==> config.mk <==
export PLATFORM = sky130hd
export DESIGN_NAME = fifo_stream_out
export DESIGN_NICKNAME = d
export VERILOG_FILES = /design/src/rtl/fifo_stream_out.sv
export SDC_FILE = /design/constraint.sdc
export NUM_CORES = 1
export LEC_CHECK = 0
export ABC_AREA = 0
export ABC_CLOCK_PERIOD_IN_PS = 4900
export BUFFER_PORTS_ARGS = -buffer_cell sky130_fd_sc_hd__buf_4
export CORE_UTILIZATION = 45
export DETAILED_ROUTE_END_ITERATION = 12
export GPL_TIMING_DRIVEN = 1
export PLACE_DENSITY = 0.75
export SYNTH_ARGS = -nofsm -noshare
export SYNTH_HDL_FRONTEND = slang
export SYNTH_SLANG_ARGS = --single-unit
==> constraint.sdc <==
create_clock -name clk -period 4.9 [get_ports clk]
set_input_delay 0.245 -clock clk [delete_from_list [all_inputs] [get_ports clk]]
set_output_delay 0.245 -clock clk [all_outputs]
set_load 0.02 [all_outputs]
==> src/rtl/fifo_stream_out.sv <==
// fifo_stream_out: drains a synchronous FIFO with a registered read port
// (data one cycle after a pop) onto a valid/ready stream master. A two-entry
// circular buffer plus pop credit keeps one word per cycle under any
// backpressure without loss or duplication. beats counts accepted transfers.
module fifo_stream_out #(
  parameter int WIDTH     = 8,
  parameter int CNT_WIDTH = 16
) (
  input  logic                 clk,
  input  logic                 rst,
  input  logic                 fifo_empty,
  output logic                 fifo_rd_en,
  input  logic [WIDTH-1:0]     fifo_rd_data,
  output logic                 m_valid,
  input  logic                 m_ready,
  output logic [WIDTH-1:0]     m_data,
  output logic [CNT_WIDTH-1:0] beats
);

  // Buffer storage and bookkeeping state
  logic [WIDTH-1:0]     buf_r [2];
  logic                 hd_r;
  logic [1:0]           occ_r;
  logic                 inflight_r;
  logic [CNT_WIDTH-1:0] beats_r;

  // Derived per-cycle signals
  logic                 pop_out_s;
  logic [2:0]           credit_s;
  logic                 rd_en_s;
  logic                 wr_idx_s;

  // Handshake, pop credit and capture slot, all from registered state
  always_comb begin
    pop_out_s = 1'b0;
    credit_s  = 3'd0;
    rd_en_s   = 1'b0;
    wr_idx_s  = 1'b0;
    pop_out_s = (occ_r != 2'd0) && m_ready;
    // Free slots not already promised to an in-flight word; a word leaving
    // this cycle frees one more, so ready rising at full occupancy has no bubble.
    credit_s  = 3'd2 - {1'b0, occ_r} - {2'b00, inflight_r} + {2'b00, pop_out_s};
    rd_en_s   = !rst && !fifo_empty && (credit_s != 3'd0);
    // Capture slot uses pre-pop head and occupancy so a buffered word is never overwritten
    wr_idx_s  = hd_r + occ_r[0];
  end

  // Stream outputs come straight from buffer state
  always_comb begin
    m_valid    = 1'b0;
    m_data     = {WIDTH{1'b0}};
    fifo_rd_en = 1'b0;
    beats      = {CNT_WIDTH{1'b0}};
    m_valid    = (occ_r != 2'd0);
    m_data     = buf_r[hd_r];
    fifo_rd_en = rd_en_s;
    beats      = beats_r;
  end

  // Buffer, head, occupancy, in-flight flag and beat counter updates
  always_ff @(posedge clk) begin
    if (rst) begin
      buf_r[0]   <= {WIDTH{1'b0}};
      buf_r[1]   <= {WIDTH{1'b0}};
      hd_r       <= 1'b0;
      occ_r      <= 2'd0;
      inflight_r <= 1'b0;
      beats_r    <= {CNT_WIDTH{1'b0}};
    end else begin
      inflight_r <= rd_en_s;
      if (inflight_r) begin
        buf_r[wr_idx_s] <= fifo_rd_data;
      end
      if (pop_out_s) begin
        hd_r    <= hd_r + 1'b1;
        beats_r <= beats_r + {{(CNT_WIDTH-1){1'b0}}, 1'b1};
      end
      occ_r <= occ_r + {1'b0, inflight_r} - {1'b0, pop_out_s};
    end
  end

endmodule

==> qor_table.md, run 1 <==
| Metric | This run | Unit |
|---|---|---|
| #FFs+latches synth | 37 | - |
| Main area contributors after synthesis | sky130_fd_sc_hd__edfxtp_1 (28%), sky130_fd_sc_hd__dfxtp_1 (24%), sky130_fd_sc_hd__xnor2_1 (6.1%) | - |
| Crit Path Category | flip-flop to output pin | - |
| Number of vias per cell after detailed routing | 5.00 | - |
| Gr usage total | 17.1 | % |
| Post-synth top area share | 27.9 | % |
| P&R area growth vs syn | 24.2 | % |
| Number of antenna cells inserted | 0 | - |
| Top post-synthesis cells by count | sky130_fd_sc_hd__dfxtp_1 (21), sky130_fd_sc_hd__nor2_1 (20), sky130_fd_sc_hd__and2_1 (16), sky130_fd_sc_hd__edfxtp_1 (16), sky130_fd_sc_hd__xnor2_1 (12) | - |
| Hpwl dp | 2300 | um |
| Die area | 4080 | um2 |
| Ys async rst share | 0 | % |
| Final critical-path setup slack | 2.05 | ns |
| Clock tree buffer depth | 2 | - |
| Number of unique standard cell types used by synthesis | 33 | - |
| Total number of clock tree sinks | 37 | - |
| Static Leak | 0.878 | nW |
| Row cnt | 22 | - |
| Cell Pwr Density | 441 | nW/um2 |
| Final #Nets | 213 | - |
| First-pass DRT Iterations | 2 | - |
| Slew Viols, Final | 0 | - |
| Status | finished clean | - |
| Initial cell density of the core | 47.1 | % |
| Clock transition at the registers of the reported paths | 0.07 | ns |
| Vias after detailed routing | 1226 | - |
| Sequential element share of the synthesized area | 52.3 | % |
| Post-CTS resize count | 0 | - |
| Largest voltage drop on the vdd net | 0.254 | mV |
| Worst endpoint data arrival time | 2.60 | ns |
| Fin crit period | 2.85 | ns |
| Most common cell in the netlist | sky130_fd_sc_hd__dfxtp_1 | - |
| Aggregate negative setup slack | 0 | ns |
| Worst hold margin | 0.129 | ns |
| Pin count of the biggest net entering global routing | 28 | - |
| Prevailing post-synth register cell | sky130_fd_sc_hd__dfxtp_1 | - |
| Total I/O pin count | 38 | - |
| Crit path max fanout | 11 | - |
| Global-route wire length before repair | 5400 | um |
| Number of global-route vias before repair | 1210 | - |
| Cell taking the most area after synthesis | sky130_fd_sc_hd__edfxtp_1 | - |
| Maximum Capacitance Violations | 0 | - |
| Post-Route Skew | 0.00283 | ns |
| Final count of negative-setup-slack endpoints | 0 | - |
| Number of nets with antenna violations after detailed routing | 0 | - |
| Worst slack after detailed placement | 2.33 | ns |
| Share of the clock period used by the worst path | 58.1 | % |
| Die W | 63.9 | um |
| Number of enable-type register cells in the synthesized netlist | 16 | - |
| Kind of start point of the critical path | flip-flop | - |
| Number of antenna violations at the first check in global routing | 0 | - |
| Critical path data required time | 4.66 | ns |
| Transition time at the pin with the least slew margin | 0.494 | ns |
| Clock latency of the later-clocked register in the worst-skew pair | 0.28 | ns |
| FILL cells | 317 | - |
| Max-slew headroom | 66.9 | % |
| Hold Violations, Final | 0 | - |
| Clock buffers created by TritonCTS | 5 | - |
| Total wire length after detailed routing | 3140 | um |
| Achievable frequency | 0.351 | GHz |
| Core area | 3660 | um2 |
| Number of remaining DRC errors | 0 | - |
| Avg WL per Cell | 12.8 | um |
| Fraction of final layout cells sized beyond drive strength 1 | 31.5 | % |
| Die Span Y | 63.9 | um |
| Cell Area, Synth | 1720 | um2 |
| Number of buffers added on ports | 37 | - |
| Worst min-delay path class | input port to flip-flop | - |
| Synthesized netlist net count | 174 | - |
| Root cell of the clock tree | sky130_fd_sc_hd__clkbuf_8 | - |
| Number of buffers inserted for hold repair after clock tree synthesis | 0 | - |
| Overall power of the completed layout | 0.944 | mW |
| Worst Setup End Kind | output pin | - |
| Number of synthesis warnings | 0 | - |
| Post-Synthesis Cells | 157 | - |
| Mapped Avg Cell Area | 11.0 | um2 |
| Global route overflow | 0 | - |
| Number of buffers inserted to repair setup after CTS | 0 | - |
| H-tree levels | 2 | - |
| DRC marker count from the first detailed-route iteration | 45 | - |
| Setup repair after global routing missed its margin | false | - |
| Placer Congestion | 0.781 | - |
| CTS tree | built | - |
## layout make-up
type                            count  area (um2)  area share (%)
Inverter                            8        30.0            1.40
Tap cell                           48        60.1            2.81
Multi-Input combinational cell    107         754            35.3
Timing Repair Buffer               37         278            13.0
Clock inverter                      1        30.0            1.40
Sequential cell                    37         901            42.1
Clock buffer                        7        86.3            4.04
## logic make-up after synthesis
logic type,Yosys count,share of synthesized area [%]
AOI/OAI and AO/OA,8,3.20
xor gates and xnor gates,16,8.13
adders and majority gates,5,4.07
buffers and inverters,13,3.92
DFF,37,52.3
muxes,9,5.88
and+or+nand+nor,69,22.5
## metal layers
layer	share of wire, %	vias to the layer above	GRT usage (%)
met2	50	33	29.8
met3	5.3	6	5.00
met4	1.5	0	5.97
li1	-	608	-
met1	43	579	19.9
met5	0	-	0
## layout by cell type, fill, tap and decap left out, types with 2 or more instances in the layout
master / count
sky130_fd_sc_hd__nor2b_1: 3
sky130_fd_sc_hd__a21oi_1: 3
sky130_fd_sc_hd__a211oi_1: 2
sky130_fd_sc_hd__nand4_1: 3
sky130_fd_sc_hd__buf_4: 37
sky130_fd_sc_hd__or2_2: 3
sky130_fd_sc_hd__dfxtp_1: 21
sky130_fd_sc_hd__nand2b_1: 2
sky130_fd_sc_hd__mux2_2: 9
sky130_fd_sc_hd__xor2_1: 4
sky130_fd_sc_hd__clkbuf_8: 6
sky130_fd_sc_hd__inv_1: 7
sky130_fd_sc_hd__nor3_1: 4
sky130_fd_sc_hd__nor4_1: 3
sky130_fd_sc_hd__and2_1: 16
sky130_fd_sc_hd__xnor2_1: 12
sky130_fd_sc_hd__ha_1: 4
sky130_fd_sc_hd__edfxtp_1: 16
sky130_fd_sc_hd__nand2_1: 5
sky130_fd_sc_hd__nand3_1: 4
sky130_fd_sc_hd__nor2_1: 20
## per-stage QoR
step / utilization, % / cells / area [um2]
6_report: 58.4 / 245 / 2140
5_1_grt: 58.4 / 245 / 2140
4_1_cts: 58.4 / 245 / 2140
3_5_place_dp: 55.3 / 237 / 2020
3_3_place_gp: 55.3 / 237 / 2020
2_1_floorplan: - / 157 / 1720
## where the power goes
| part | switching [mW] | leakage [nW] | internal (mW) |
|---|---|---|---|
| Sequential | 0.0351 | 0.336 | 0.364 |
| Clock | 0.0970 | 0.0585 | 0.166 |
| Combinational | 0.152 | 0.483 | 0.130 |
## sequential cells by signal, summed over array words and instances (netlist names), named ones only
register    cells
inflight_r      1
beats          16
hd_r            1
occ_r           2
buf_r          16
## final timing paths
| check | start | slack, ns | end | cells past startpoint |
|---|---|---|---|---|
| worst max-delay path | occ_r[1]$_SDFF_PP0_ | 2.05 | fifo_rd_en | 7 |
| worst min-delay path | fifo_empty | 0.13 | inflight_r$_SDFF_PP0_ | 2 |
| worst max register to register | occ_r[1]$_SDFF_PP0_ | 2.63 | occ_r[1]$_SDFF_PP0_ | 8 |
| worst min register to register | beats[14]$_SDFFE_PP0P_ | 0.52 | beats[14]$_SDFFE_PP0P_ | 2 |
## worst max-delay path, stage by stage (launching register included)
cell and delay [ns]:
sky130_fd_sc_hd__dfxtp_1 0.36, sky130_fd_sc_hd__o21ai_2 0.43, sky130_fd_sc_hd__clkinv_1 0.38, sky130_fd_sc_hd__fa_1 0.45
sky130_fd_sc_hd__inv_1 0.07, sky130_fd_sc_hd__ha_1 0.24, sky130_fd_sc_hd__a211oi_1 0.22, sky130_fd_sc_hd__buf_4 0.18
Note: power is estimated with default switching activity, not from simulation.
==> run 2: changes to the inputs <==
--- a/config.mk
+++ b/config.mk
@@ -6,12 +6,12 @@
 export NUM_CORES = 1
 export LEC_CHECK = 0
 export ABC_AREA = 0
-export ABC_CLOCK_PERIOD_IN_PS = 4900
+export ABC_CLOCK_PERIOD_IN_PS = 2500
 export BUFFER_PORTS_ARGS = -buffer_cell sky130_fd_sc_hd__buf_4
 export CORE_UTILIZATION = 45
 export DETAILED_ROUTE_END_ITERATION = 12
 export GPL_TIMING_DRIVEN = 1
-export PLACE_DENSITY = 0.75
+export PLACE_DENSITY = 0.78
 export SYNTH_ARGS = -nofsm -noshare
 export SYNTH_HDL_FRONTEND = slang
 export SYNTH_SLANG_ARGS = --single-unit
==> constraint.sdc (replaced) <==
create_clock -name clk -period 2.5 [get_ports clk]
set_input_delay 0.125 -clock clk [delete_from_list [all_inputs] [get_ports clk]]
set_output_delay 0.125 -clock clk [all_outputs]
set_load 0.02 [all_outputs]
==> run 2 against run 1 <==
  * Flip-flop and latch count unchanged
  * Critical path depth unchanged
  * Design area increased by 2.3%
  * Power increased by 110%
  * First-iteration DRC count decreased by 44%
  * Non-clock buffer count increased by 4
  * Routed wire length increased by 0.57%
  * Sequential share of layout area decreased by 0.96 points
==> qor_table.md, run 2 (synthesis results as in run 1) <==
| Metric | This run | Unit |
|---|---|---|
| Crit path cell chain | o21ai_2 -> clkinv_1 -> fa_1 -> inv_1 -> ha_1 -> a211oi_1 -> buf_4 | - |
| Category of cells accounting for the largest share of critical-path delay | adder cells | - |
| First-pass DRT Iterations | 5 | - |
| Slew Viols, Final | 0 | - |
| Worst Setup End Kind | output pin | - |
| Root cell of the clock tree | sky130_fd_sc_hd__clkbuf_8 | - |
| Transition time at the pin with the least slew margin | 0.372 | ns |
| Die W | 63.9 | um |
| H-tree levels | 2 | - |
| Row cnt | 22 | - |
| Critical register-to-register path startpoint | occ_r[1]$_SDFF_PP0_ | - |
| Critical path data required time | 2.38 | ns |
| Number of antenna cells inserted | 0 | - |
| Number of buffers added on ports | 37 | - |
| Initial cell density of the core | 47.1 | % |
| Fraction of final layout cells sized beyond drive strength 1 | 32.8 | % |
| Placer Congestion | 0.734 | - |
| Die Span Y | 63.9 | um |
| Achievable frequency | 0.441 | GHz |
| R2r endpoint | occ_r[1]$_SDFF_PP0_ | - |
| Fin crit period | 2.27 | ns |
| Worst min-delay path class | input port to flip-flop | - |
| Post-Route Skew | 0.00470 | ns |
| Aggregate negative setup slack | 0 | ns |
| Number of remaining DRC errors | 0 | - |
| Static Leak | 0.907 | nW |
| Die area | 4080 | um2 |
| Clock latency of the later-clocked register in the worst-skew pair | 0.29 | ns |
| Clock transition at the registers of the reported paths | 0.08 | ns |
| Final count of negative-setup-slack endpoints | 0 | - |
| Placed cell count | 240 | - |
| Crit Path Category | flip-flop to output pin | - |
| Vias after detailed routing | 1252 | - |
| Gr usage total | 17.0 | % |
| CP peak stage delay | 0.42 | ns |
| Total number of clock tree sinks | 37 | - |
| Depth of the most critical reg-to-reg path | 8 | - |
| Max-slew headroom | 75.1 | % |
| Number of global-route vias before repair | 1112 | - |
| Avg WL per Cell | 12.7 | um |
| Core area | 3660 | um2 |
| Share of the clock period used by the worst path | 90.8 | % |
| Kind of start point of the critical path | flip-flop | - |
| Worst endpoint data arrival time | 2.14 | ns |
| Slowest cell on the critical path | sky130_fd_sc_hd__fa_1 | - |
| Setup repair after global routing missed its margin | false | - |
| Clock tree buffer depth | 2 | - |
| Crit path max fanout | 7 | - |
| Hold Path Origin | fifo_rd_data[7] | - |
| Count of cells along the worst hold path | 2 | - |
| Number of antenna violations at the first check in global routing | 0 | - |
| Setup slack of the most critical reg-to-reg path | 0.67 | ns |
| P&R area growth vs syn | 27.1 | % |
| Cell Pwr Density | 893 | nW/um2 |
| Number of vias per cell after detailed routing | 5.03 | - |
| Hold Violations, Final | 0 | - |
| Layout Cells excl Fill | 249 | - |
| Total wire length after detailed routing | 3150 | um |
| Global-route wire length before repair | 5140 | um |
| Final #Nets | 217 | - |
| Total I/O pin count | 38 | - |
| Status | finished clean | - |
| Largest voltage drop on the vdd net | 0.466 | mV |
| Clock buffers created by TritonCTS | 5 | - |
| Global route overflow | 0 | - |
| Hold endpoint | buf_r[1][7]$_SDFFCE_PN0P_ | - |
| DRC marker count from the first detailed-route iteration | 25 | - |
| CTS tree | built | - |
| Most common cell after layout, fill and taps aside | sky130_fd_sc_hd__buf_4 | - |
| Pin count of the biggest net entering global routing | 28 | - |
| Leading cell types in the layout, fill and taps excluded | sky130_fd_sc_hd__buf_4 (40), sky130_fd_sc_hd__dfxtp_1 (21), sky130_fd_sc_hd__nor2_1 (20) | - |
| Worst path bufs/invs | 3 | - |
| Number of nets with antenna violations after detailed routing | 0 | - |
| Maximum Capacitance Violations | 0 | - |
| Hpwl dp | 2070 | um |
[run 2: cell count changes in the layout (fill, tap and decap cells not counted), sizes merged]
| cell | change |
|---|---|
| clkbuf | -2 |
| bufinv | +1 |
| clkinv | +1 |
| dlygate4sd3 | +1 |
| buf | +3 |
[run 2: worst reg2reg max path, delay by kind of cell, from the launching register on]
family	cells	cell delay (ns)
buffers and inverters	2	0.27
AO/OA/AOI/OAI	1	0.16
adder cells (fa/ha/maj)	2	0.53
AND/OR/NAND/NOR	1	0.06
flip-flops	1	0.35
XOR/XNOR	2	0.33
[run 2: area by class of cell]
class	count	area, um2
Inverter	8	30.0
Timing Repair Buffer	41	310
Clock buffer	5	68.8
Clock inverter	3	65.1
Fill cell	326	1470
Tap cell	48	60.1
Multi-Input combinational cell	107	754
Sequential cell	37	901
[run 2: repair_timing]
action	4_1_cts	5_1_grt
resized for setup	0	0
hold buffers	1	0
hold endpoints to repair	1	0
buffers inserted	0	0
[run 2: how the worst max path moves through the flow]
| stage | from | to | slack (ns) | depth (start not counted) |
|---|---|---|---|---|
| after floorplan | occ_r[1]$_SDFF_PP0_ | fifo_rd_en | 0.31 | 7 |
| after global placement | occ_r[1]$_SDFF_PP0_ | fifo_rd_en | 0.58 | 7 |
| after detailed placement | occ_r[1]$_SDFF_PP0_ | fifo_rd_en | 0.54 | 7 |
| after CTS | occ_r[1]$_SDFF_PP0_ | fifo_rd_en | 0.20 | 7 |
| after global routing | occ_r[1]$_SDFF_PP0_ | fifo_rd_en | 0.04 | 7 |
| final | occ_r[1]$_SDFF_PP0_ | fifo_rd_en | 0.23 | 7 |
[run 2: power by group]
| group | leakage (nW) | internal, mW | total (mW) | switching (mW) |
|---|---|---|---|---|
| Clock | 0.0681 | 0.396 | 0.614 | 0.217 |
| Combinational | 0.502 | 0.268 | 0.563 | 0.295 |
| Sequential | 0.336 | 0.712 | 0.778 | 0.0655 |
| Total | 0.907 | 1.38 | 1.95 | 0.578 |
[run 2: layer usage]
| metal | part of all wire, % | global-route usage [%] | vias to the layer above |
|---|---|---|---|
| li1 | - | - | 614 |
| met1 | 45 | 20.4 | 593 |
| met2 | 46 | 26.5 | 39 |
| met3 | 6.8 | 6.25 | 6 |
| met4 | 1.5 | 8.52 | 0 |
| met5 | 0 | 0 | - |
[run 2: through the flow]
step,setup slack (ns),total power [mW],hold WS (ns),util (%),instance area (um2)
4_1_cts,0.203,1.97,0.109,59.8,2190
3_3_place_gp,0.585,1.34,0.303,55.9,2050
3_5_place_dp,0.538,1.35,0.305,55.9,2050
5_1_grt,0.0384,2.06,0.109,59.8,2190
2_1_floorplan,0.310,1.17,0.203,-,1720
6_report,0.230,1.95,0.115,59.8,2190
==> run 3: changes to the inputs <==
--- a/config.mk
+++ b/config.mk
@@ -12,6 +12,7 @@
 export DETAILED_ROUTE_END_ITERATION = 12
 export GPL_TIMING_DRIVEN = 1
 export PLACE_DENSITY = 0.78
+export SETUP_SLACK_MARGIN = 0.5
 export SYNTH_ARGS = -nofsm -noshare
 export SYNTH_HDL_FRONTEND = slang
 export SYNTH_SLANG_ARGS = --single-unit
==> run 3 against run 2 <==
  * Power shrank 3.4%
  * Final cell count up 1.2%
  * Non-clock buffer count is 3 higher
  * Via count decreased by 1.8%
  * Die area unchanged
  * Worst setup slack improved by 0.28 ns
  * Count of clock-buffer cells in the layout is 3 higher
  * Critical endpoint unchanged
  * Largest cell class unchanged
  * Largest power group unchanged
  * Highest routed layer unchanged
==> qor_table.md, run 3 (synthesis results as in run 1) <==
| Metric | This run | Unit |
|---|---|---|
| Die Span Y | 63.9 | um |
| Clock buffers created by TritonCTS | 5 | - |
| Number of buffers added on ports | 37 | - |
| Critical path data required time | 2.38 | ns |
| Die W | 63.9 | um |
| Worst endpoint data arrival time | 1.87 | ns |
| Share of the clock period used by the worst path | 79.8 | % |
| Maximum Capacitance Violations | 0 | - |
| Die area | 4080 | um2 |
| Final critical-path setup slack | 0.506 | ns |
| Pin count of the biggest net entering global routing | 28 | - |
| Max-slew headroom | 66.9 | % |
| Final #Nets | 220 | - |
| Total wire length after detailed routing | 3130 | um |
| DRC marker count from the first detailed-route iteration | 52 | - |
| Hold Violations, Final | 0 | - |
| Placer Congestion | 0.709 | - |
| Post-Route Skew | 0.00178 | ns |
| Crit path max fanout | 4 | - |
| Number of antenna cells inserted | 0 | - |
| Avg WL per Cell | 12.4 | um |
| Static Leak | 0.899 | nW |
| Crit Path Category | flip-flop to output pin | - |
| Gr usage total | 18.0 | % |
| Hpwl dp | 2140 | um |
| Clock tree buffer depth | 2 | - |
| Number of antenna violations at the first check in global routing | 0 | - |
| FILL cells | 325 | - |
| Worst slack after detailed placement | 0.532 | ns |
| H-tree levels | 2 | - |
| Core area | 3660 | um2 |
| Vias after detailed routing | 1229 | - |
| Clock latency of the later-clocked register in the worst-skew pair | 0.28 | ns |
| Number of remaining DRC errors | 0 | - |
| First-pass DRT Iterations | 4 | - |
| Fraction of final layout cells sized beyond drive strength 1 | 36.8 | % |
| Clock transition at the registers of the reported paths | 0.07 | ns |
| Global-route wire length before repair | 5490 | um |
| Global route overflow | 0 | - |
| Kind of start point of the critical path | flip-flop | - |
| Worst min-delay path class | input port to flip-flop | - |
| Transition time at the pin with the least slew margin | 0.495 | ns |
| Most common cell after layout, fill and taps aside | sky130_fd_sc_hd__buf_4 | - |
| Initial cell density of the core | 47.1 | % |
| Achievable frequency | 0.502 | GHz |
| Row cnt | 22 | - |
| Area occupied by multi-input gates | 792 | um2 |
| Status | finished clean | - |
| Slew Viols, Final | 0 | - |
| Aggregate negative setup slack | 0 | ns |
| Fin crit period | 1.99 | ns |
| Worst Setup End Kind | output pin | - |
| P&R area growth vs syn | 28.1 | % |
| CTS tree | built | - |
| Number of vias per cell after detailed routing | 4.88 | - |
| Leading cell types in the layout, fill and taps excluded | sky130_fd_sc_hd__buf_4 (43), sky130_fd_sc_hd__nor2_1 (19), sky130_fd_sc_hd__dfxtp_1 (19) | - |
| Total number of clock tree sinks | 37 | - |
| Cell Pwr Density | 855 | nW/um2 |
| Largest voltage drop on the vdd net | 0.523 | mV |
| Root cell of the clock tree | sky130_fd_sc_hd__clkbuf_8 | - |
| Number of nets with antenna violations after detailed routing | 0 | - |
| Number of global-route vias before repair | 1214 | - |
| Setup repair after global routing missed its margin | true | - |
| Total I/O pin count | 38 | - |
| Final count of negative-setup-slack endpoints | 0 | - |
| Area occupied by registers | 908 | um2 |
[run 3: cell type report]
class | count | share of cell area [%]
inverter | 8 | 1.47
tap | 48 | 2.72
sequential | 37 | 41.2
multi-input combinational | 107 | 35.9
timing repair buffer | 44 | 15.1
clock buffer | 8 | 3.63
[run 3: routing by layer]
| metal | vias to the layer above | routed length [um] | GRT usage [%] | share of wire, % |
|---|---|---|---|---|
| met4 | 0 | 52 | 6.82 | 1.7 |
| li1 | 620 | - | - | - |
| met5 | - | 0 | 0 | 0 |
| met3 | 7 | 173 | 6.25 | 5.5 |
| met1 | 564 | 1380 | 20.0 | 44 |
| met2 | 38 | 1530 | 31.5 | 49 |
[run 3: critical path, stage by stage (launching register included)]
cell                       delay (ns)
sky130_fd_sc_hd__dfxtp_4         0.36
sky130_fd_sc_hd__o21ai_4         0.19
sky130_fd_sc_hd__inv_4           0.06
sky130_fd_sc_hd__fa_2            0.54
sky130_fd_sc_hd__nor2_2          0.06
sky130_fd_sc_hd__a211oi_4        0.23
sky130_fd_sc_hd__buf_6           0.14
[run 3: through the flow]
stage | hold WS [ns] | power [mW] | instances | utilization (%) | instance area, um2
after global routing | 0.0270 | 2.01 | 252 | 60.3 | 2210
after CTS | 0.0206 | 1.87 | 251 | 59.9 | 2190
after detailed placement | 0.330 | 1.38 | 239 | 56.0 | 2050
final | 0.0348 | 1.89 | 252 | 60.3 | 2210
after global placement | 0.326 | 1.37 | 239 | 56.0 | 2050
after floorplan | 0.203 | 1.21 | 157 | - | 1740
[run 3: final timing paths]
check,from,to,slack (ns),cells past startpoint
setup / recovery,occ_r[1]$_SDFF_PP0_,fifo_rd_en,0.51,6
hold / removal,fifo_empty,inflight_r$_SDFF_PP0_,0.03,2
setup reg to reg,beats[0]$_SDFFE_PP0P_,beats[14]$_SDFFE_PP0P_,0.77,5
hold reg to reg,beats[1]$_SDFFE_PP0P_,beats[1]$_SDFFE_PP0P_,0.51,2
[run 3: power by group]
group / leakage (nW) / internal [mW] / switching (mW)
clock network: 0.0395 / 0.198 / 0.189
registers: 0.338 / 0.723 / 0.0659
logic: 0.522 / 0.358 / 0.354
[run 3: what timing repair did]
item | in CTS | in global routing
hold buffers | 0 | 0
resized for setup | 9 | 3
buffers inserted | 4 | 1
gates cloned | 0 | 0
setup endpoints to repair | 1 | 1
pin swaps | 2 | 2
